### src/rtl/ks_subtractor_pipe.sv
// Three-stage pipelined Kogge-Stone subtractor: d = x - y - bin with valid/ready on both sides.
// Optional KSS_SATURATE_EN: clamp the emitted difference to zero whenever a borrow-out occurs.
module ks_subtractor_pipe #(
  parameter int W = 12
) (
  input  logic         clk_i,
  input  logic         rst_i,
  input  logic         in_valid_i,
  output logic         in_ready_o,
  input  logic [W-1:0] x_i,
  input  logic [W-1:0] y_i,
  input  logic         bin_i,
  output logic         out_valid_o,
  input  logic         out_ready_i,
  output logic [W-1:0] d_o,
  output logic         bout_o,
  output logic         ovf_o,
  output logic         zero_o
);

  localparam int LVL   = $clog2(W);
  localparam int LVL_A = LVL - LVL / 2;

  // One prefix level: (G,P)[i] combines with (G,P)[i-span]
  function automatic logic [2*W-1:0] ks_level(input logic [W-1:0] g,
                                               input logic [W-1:0] p,
                                               input int span);
    logic [W-1:0] gn;
    logic [W-1:0] pn;
    for (int i = 0; i < W; i++) begin
      if (i >= span) begin
        gn[i] = g[i] | (g[i-span] & p[i]);
        pn[i] = p[i] & p[i-span];
      end else begin
        gn[i] = g[i];
        pn[i] = p[i];
      end
    end
    return {gn, pn};
  endfunction

  logic         v1_q, v2_q, v3_q;
  logic [W-1:0] p0_1_q, g0_1_q;
  logic         cin_1_q, xm_1_q, ym_1_q;
  logic [W-1:0] g2_q, p2_q, p0_2_q;
  logic         cin_2_q, xm_2_q, ym_2_q;
  logic [W-1:0] d_q;
  logic         bout_q, ovf_q, zero_q;

  logic         adv1, adv2, adv3, take;
  logic [W-1:0] p0_1_d, g0_1_d;
  logic [W-1:0] g2_d, p2_d;
  logic [W-1:0] g4, p4;
  logic [W:0]   carry;
  logic [W-1:0] draw;
  logic [W-1:0] d_d;
  logic         bout_d, ovf_d, zero_d;

  assign adv3       = out_ready_i | ~v3_q;
  assign adv2       = adv3 | ~v2_q;
  assign adv1       = adv2 | ~v1_q;
  assign in_ready_o = adv1;
  assign take       = in_valid_i & adv1;

  assign p0_1_d = x_i ^ ~y_i;
  assign g0_1_d = x_i & ~y_i;

  always_comb begin
    g2_d = g0_1_q;
    p2_d = p0_1_q;
    for (int l = 0; l < LVL_A; l++) begin
      {g2_d, p2_d} = ks_level(g2_d, p2_d, 1 << l);
    end
  end

  always_comb begin
    g4 = g2_q;
    p4 = p2_q;
    for (int l = LVL_A; l < LVL; l++) begin
      {g4, p4} = ks_level(g4, p4, 1 << l);
    end
    carry[0] = cin_2_q;
    for (int i = 0; i < W; i++) begin
      carry[i+1] = g4[i] | (p4[i] & cin_2_q);
    end
    draw   = p0_2_q ^ carry[W-1:0];
    bout_d = ~carry[W];
    // Overflow only possible when operand signs differ; then the result sign must follow x
    ovf_d  = (xm_2_q != ym_2_q) & (draw[W-1] != xm_2_q);
`ifdef KSS_SATURATE_EN
    d_d    = bout_d ? '0 : draw;
`else
    d_d    = draw;
`endif
    zero_d = (d_d == '0);
  end

  always_ff @(posedge clk_i) begin
    if (rst_i) begin
      v1_q    <= 1'b0;
      v2_q    <= 1'b0;
      v3_q    <= 1'b0;
      p0_1_q  <= '0;
      g0_1_q  <= '0;
      cin_1_q <= 1'b0;
      xm_1_q  <= 1'b0;
      ym_1_q  <= 1'b0;
      g2_q    <= '0;
      p2_q    <= '0;
      p0_2_q  <= '0;
      cin_2_q <= 1'b0;
      xm_2_q  <= 1'b0;
      ym_2_q  <= 1'b0;
      d_q     <= '0;
      bout_q  <= 1'b0;
      ovf_q   <= 1'b0;
      zero_q  <= 1'b0;
    end else begin
      if (adv1) v1_q <= in_valid_i;
      if (take) begin
        p0_1_q  <= p0_1_d;
        g0_1_q  <= g0_1_d;
        cin_1_q <= ~bin_i;
        xm_1_q  <= x_i[W-1];
        ym_1_q  <= y_i[W-1];
      end
      if (adv2) v2_q <= v1_q;
      if (adv2 && v1_q) begin
        g2_q    <= g2_d;
        p2_q    <= p2_d;
        p0_2_q  <= p0_1_q;
        cin_2_q <= cin_1_q;
        xm_2_q  <= xm_1_q;
        ym_2_q  <= ym_1_q;
      end
      // Output data only changes when a real beat moves in, so it holds under stall
      if (adv3) v3_q <= v2_q;
      if (adv3 && v2_q) begin
        d_q    <= d_d;
        bout_q <= bout_d;
        ovf_q  <= ovf_d;
        zero_q <= zero_d;
      end
    end
  end

  assign out_valid_o = v3_q;
  assign d_o         = d_q;
  assign bout_o      = bout_q;
  assign ovf_o       = ovf_q;
  assign zero_o      = zero_q;

endmodule

### config.mk
export PLATFORM = sky130hd
export DESIGN_NAME = ks_subtractor_pipe
export DESIGN_NICKNAME = d
export VERILOG_FILES = /design/src/rtl/ks_subtractor_pipe.sv
export SDC_FILE = /design/constraint.sdc
export NUM_CORES = 1
export LEC_CHECK = 0
export CORE_MARGIN = 2
export CORE_UTILIZATION = 27
export DETAILED_ROUTE_END_ITERATION = 7
export PLACE_DENSITY = 0.55
export SLEW_MARGIN = 20
export SYNTH_ARGS = -nofsm -noshare
export SYNTH_HDL_FRONTEND = slang
export SYNTH_SLANG_ARGS = --single-unit
### constraint.sdc
create_clock -name clk_i -period 2.56 [get_ports clk_i]
set_input_delay 0.256 -clock clk_i [delete_from_list [all_inputs] [get_ports clk_i]]
set_output_delay 0.256 -clock clk_i [all_outputs]
set_load 0.02 [all_outputs]
==> results of run 1 <==
cell families (layout without fill, tap and decap cells):
group / after synthesis / after routing
AOI/OAI and AO/OA: 113 / 113
xor gates and xnor gates: 9 / 9
adders and majority gates: 13 / 13
buffers and inverters: 42 / 85
DFF: 83 / 83
and+or+nand+nor: 191 / 191
cell usage after synthesis, types with 5 or more instances:
| library cell | n |
|---|---|
| nand2_1 | 123 |
| dfxtp_1 | 83 |
| a21oi_1 | 78 |
| nor2_1 | 30 |
| clkbuf_1 | 20 |
| inv_1 | 15 |
| nor3_1 | 14 |
| ha_1 | 13 |
| nand3_1 | 9 |
| a211oi_1 | 7 |
| o21ai_0 | 7 |
| a21o_1 | 6 |
| xor2_1 | 6 |
| buf_2 | 5 |
placed cells by master, fill, tap and decap left out, types with 4 or more instances in the layout:
| cell type | instances |
|---|---|
| nand2_1 | 123 |
| dfxtp_1 | 83 |
| a21oi_1 | 78 |
| clkdlybuf4s50_1 | 44 |
| nor2_1 | 30 |
| inv_1 | 15 |
| nor3_1 | 14 |
| ha_1 | 13 |
| nand3_1 | 9 |
| clkbuf_16 | 9 |
| buf_4 | 8 |
| o21ai_0 | 7 |
| a211oi_1 | 7 |
| a21o_1 | 6 |
| xor2_1 | 6 |
| nor2b_1 | 4 |
sequential cells by signal (all words and copies together), names as in the netlist, 11 cells and up:
signal	cells
p2_q	12
g2_q	12
g0_1_q	12
p0_1_q	12
p0_2_q	11
d_o	12
cell type report:
cell class / instances / area share, %
Tap cell: 172 / 4.80
Clock inverter: 7 / 2.59
Clock buffer: 9 / 5.02
Timing Repair Buffer: 54 / 11.7
Inverter: 15 / 1.25
Sequential cell: 83 / 37.0
Multi-Input combinational cell: 326 / 37.6
report_power, final:
group / total (mW) / switching [mW] / internal, mW / leakage, nW
combinational: 0.267 / 0.145 / 0.123 / 0.862
clock: 1.47 / 0.521 / 0.950 / 0.165
sequential: 1.39 / 0.0493 / 1.34 / 0.676
stage by stage:
step / area, sq um / worst slack (ps) / utilization (%) / power (mW) / hold slack (ps)
floorplan: 3510 / 780 / - / 1.57 / 352
global placement: 4150 / 540 / 32.7 / 1.68 / 441
detailed placement: 4150 / 489 / 32.7 / 1.69 / 447
CTS: 4490 / 437 / 35.4 / 3.16 / 162
global route: 4490 / 290 / 35.4 / 3.25 / 179
finish: 4490 / 476 / 35.4 / 3.13 / 165
per-layer routing:
| layer | vias up | GRT usage [%] | wire, um |
|---|---|---|---|
| li1 | 1587 | - | - |
| met1 | 1366 | 15.9 | 3920 |
| met2 | 71 | 17.1 | 3410 |
| met3 | 8 | 3.29 | 428 |
| met4 | 0 | 3.84 | 100 |
| met5 | - | 0 | 0 |
path summary, 6_finish.rpt:
kind                     from    endpoint  depth (start not counted)
setup / recovery  out_valid_o  in_ready_o                          3
hold / removal          rst_i      d_o[2]                          2
setup reg to reg      cin_2_q      zero_o                          5
hold reg to reg        d_o[3]      d_o[3]                          2
worst max-delay path, cell delays in order (launching register included):
cell	delay, ps
dfxtp_1	350
nor2b_1	390
nand3_1	190
clkdlybuf4s50_1	570
==> results.yml, run 1 <==
outcome:
  status: "finished, final reports clean"
route:
  first_iter_violations: 229
  post_drt_wl_per_cell_um: 11.8
  route.detailed.drc: 0
  ant_nets: 0
  dr.pass1.iters: 4
  vias: 3032
  wirelength_um: 7860
  via_per_inst: 4.55
worst_hold_path:
  worst_hold_path_type: "input port to flip-flop"
clock_network:
  numCtsBuffers: 9
  cts_tree: "built"
  post_cts_resized: 0
  root_buffer: "clkbuf_16"
  clk_path_buf_depth: 2
  holdBufCountCts: 0
  htreeDepth: 3
  clkTransAtPathRegs_ps: 60
  clock-sinks: 83
  clk-insertion-delay-late_ps: 340
  cts_setup_buffers: 0
setup_path:
  rrSetupSlack_ps: 760
  cp_max_fo: 6
  critical_path_class: "flip-flop to output pin"
  endpoint_kind: "output pin"
  crit_arrival_ps: 1830
  crit_required_ps: 2300
  startpoint_type: "flip-flop"
cells_and_area:
  layout.nets: 531
  final_layout_size_suffix_gt1_share_pct: 6.28
  diodes: 0
  area_growth_pct: 27.7
  multi_input_area_sq_um: 1690
  ff_latch_area_sq_um: 1660
  n_fill_cell: 1379
  fin_cells: 666
global_route:
  grt_pass1_vias: 2730
  antenna_found_initial: 0
  track_usage_pct: 11.5
  grt_max_degree: 81
  grt_pass1_wl_um: 13100
  grt_overflow: 0
logic_synthesis:
  syn_inst: 451
  seq_area_frac_synth_pct: 47.3
  synth-simple-area-share_pct: 22.4
  synth-edff-count: 0
  syn_nets: 493
  muxShareOfSynthArea_pct: 0
  synthAdderAreaFrac_pct: 4.63
  synth.cell_area_sq_um: 3510
  yosysTopAreaCell: "dfxtp_1"
  synth_area_leaders: "dfxtp_1, nand2_1, a21oi_1"
  synth_compound_area_share_pct: 18.7
  ys.flop_type: "dfxtp_1"
  synth-seq-cells: 83
  synth_top_area_share_pct: 47.3
  synth_top_family_by_area: "simple AND/OR/NAND/NOR gates"
  synth.avg_cell_area_sq_um: 7.79
  ys_async_sr_fraction_pct: 0
  synth.distinct_cells: 35
  yosys_warnings: 0
  synth_xor_xnor_area_share_pct: 2.24
floorplanning:
  pin_count: 46
  rows: 41
  dieWidth_um: 118
  die-area_sq_um: 13900
  initial_core_util_pct: 27.7
  dieHeight_um: 118
  fp.coreArea_sq_um: 12700
sta:
  finalCritPeriodShare_pct: 81.4
  hold_violations: 0
  tns_ps: 0
  finalSetupViolCount: 0
  worstMarginPinSlew_ps: 507
  finalWorstPathRequiredPeriod_ps: 2080
  rsz0062_at_grt: "no"
  fmax_ghz: 0.480
  fin_skew_ps: 4.49
  slew-limit-headroom_pct: 66.1
  slew_viol_final: 0
power_and_ir_drop:
  powerDensity_nw_per_um2: 697
  ir_worst_vdd_mv: 0.326
  leakage_nw: 1.70
placed_design:
  io_buffers: 45
  dp_cells: 650
  hpwl_um: 5530
  place.gp.congestion: 0.788
run:
  cap_violations: 0
Power figures use the tool's default switching activity.
==> run 2: changes to the inputs <==
--- a/config.mk
+++ b/config.mk
@@ -8,7 +8,7 @@
 export CORE_MARGIN = 2
 export CORE_UTILIZATION = 27
 export DETAILED_ROUTE_END_ITERATION = 7
-export PLACE_DENSITY = 0.55
+export PLACE_DENSITY = 0.56
 export SLEW_MARGIN = 20
 export SYNTH_ARGS = -nofsm -noshare
 export SYNTH_HDL_FRONTEND = slang
==> constraint.sdc (replaced) <==
create_clock -name clk_i -period 1.8 [get_ports clk_i]
set_input_delay 0.18 -clock clk_i [delete_from_list [all_inputs] [get_ports clk_i]]
set_output_delay 0.18 -clock clk_i [all_outputs]
set_load 0.02 [all_outputs]
==> run 2 against run 1 <==
  * First-iteration DRC count down 28%
  * Sequential share of layout area shrank 0.34 points
  * Power rose by 36%
  * Sequential cell count did not move
  * Sequential power is 42% higher
  * Worst hold slack better by 30 ps
  * Largest power group is now sequential cells
==> results.yml, run 2 (same netlist as run 1, synthesis figures left out) <==
outcome:
  status: "finished, final reports clean"
floorplanning:
  dieHeight_um: 118
  rows: 41
  initial_core_util_pct: 27.7
  fp.coreArea_sq_um: 12700
  pin_count: 46
  die-area_sq_um: 13900
  dieWidth_um: 118
sta:
  slew_viol_final: 0
  setup_ws_ps: 145
  tns_ps: 0
  fmax_ghz: 0.604
  finalWorstPathRequiredPeriod_ps: 1660
  fin_skew_ps: 10.9
  slew-limit-headroom_pct: 75.5
  finalCritPeriodShare_pct: 92.0
  finalSetupViolCount: 0
  worstMarginPinSlew_ps: 363
  rsz0062_at_grt: "no"
  hold_ws_ps: 195
  hold_violations: 0
setup_path:
  crit_required_ps: 2050
  cp_max_fo: 4
  reg2reg_depth: 5
  critical_path_class: "flip-flop to flip-flop"
  crit_arrival_ps: 1900
  reg2reg_from: "g2_q[2]"
  rrSetupSlack_ps: 140
  endpoint_kind: "flip-flop"
  startpoint_type: "flip-flop"
  r2r_end: "ovf_o"
placed_design:
  io_buffers: 45
  place.gp.congestion: 0.773
  hpwl_um: 5740
  dp_cells: 653
  place_ws_ps: 71.0
  postPlaceCellArea_sq_um: 4220
clock_network:
  clk_path_buf_depth: 2
  root_buffer: "clkbuf_16"
  clkTransAtPathRegs_ps: 70
  holdBufCountCts: 0
  clock-sinks: 83
  htreeDepth: 3
  numCtsBuffers: 9
  cts_tree: "built"
  clk-insertion-delay-late_ps: 340
cells_and_area:
  final_layout_size_suffix_gt1_share_pct: 6.84
  final_cell_mix: "nand2_1, dfxtp_1, a21oi_1"
  final_common_cell: "nand2_1"
  layout.nets: 534
  diodes: 0
  final_util_pct: 35.7
  fin_area_sq_um: 4530
  n_fill_cell: 1332
  area_growth_pct: 28.9
  fin_cells: 669
route:
  route.detailed.drc: 0
  via_per_inst: 4.52
  vias: 3027
  post_drt_wl_per_cell_um: 11.9
  ant_nets: 0
  wirelength_um: 7970
  dr.pass1.iters: 4
  first_iter_violations: 166
power_and_ir_drop:
  powerDensity_nw_per_um2: 941
  leakage_nw: 1.72
  power.total_mw: 4.26
  ir_worst_vdd_mv: 0.537
worst_hold_path:
  min-delay-start: "rst_i"
  whs_endpoint: "bout_o"
  hold_depth: 2
  worst_hold_path_type: "input port to flip-flop"
global_route:
  track_usage_pct: 11.6
  grt_max_degree: 72
  grt_pass1_wl_um: 13500
  grt_overflow: 0
  grt_pass1_vias: 2862
  antenna_found_initial: 0
run:
  cap_violations: 0
-- run 2: changes by cell type in the layout (fill, tap and decap cells not counted) --
cell / delta
buf_12: +4
clkbuf_8: +1
buf_4: -1
clkinv_4: +1
clkdlybuf4s50_1: -1
clkinv_2: -2
inv_6: +2
bufinv_16: -2
dlygate4sd2_1: +1
-- run 2: how the worst max path moves through the flow --
stage                     start         end  depth (start not counted)
floorplan           out_valid_o   p0_1_q[8]                          7
global placement    out_ready_i  in_ready_o                          4
detailed placement  out_ready_i  in_ready_o                          4
CTS                     g2_q[2]       ovf_o                          5
global route            g2_q[2]       ovf_o                          5
finish                  g2_q[2]       ovf_o                          5
-- run 2: timing repair --
| item | CTS | global route |
|---|---|---|
| resized for setup | 1 | 0 |
| setup buffers | 0 | 0 |
| setup endpoints to repair | 1 | 0 |
-- run 2: worst max-delay path, cell delays in order, from the launching register on --
cell and delay [ps]:
dfxtp_1 340, a21oi_2 180, a21boi_0 110, or3_1 380, a211o_1 320, a311oi_1 240
-- run 2: final cells by class --
cell class                      instances  area (sq um)  area share (%)
Timing Repair Buffer                   57           597            13.2
Multi-Input combinational cell        326          1690            37.3
Sequential cell                        83          1660            36.7
Inverter                               15          56.3            1.24
Tap cell                              172           215            4.75
Clock inverter                          6          72.6            1.60
Clock buffer                           10           239            5.28
-- run 2: where the power goes --
| part | internal [mW] | total, mW | leakage, nW | switching (mW) |
|---|---|---|---|---|
| clock network | 1.13 | 1.89 | 0.150 | 0.768 |
| registers | 1.91 | 1.98 | 0.676 | 0.0712 |
| logic | 0.187 | 0.393 | 0.895 | 0.205 |
-- run 2: metal layers --
metal / up-vias / track usage (%) / share of wire, %
met1: 1355 / 16.2 / 53
met2: 62 / 17.4 / 41
met5: - / 0 / 0
li1: 1600 / - / -
met3: 10 / 2.23 / 3.8
met4: 0 / 4.97 / 1.7
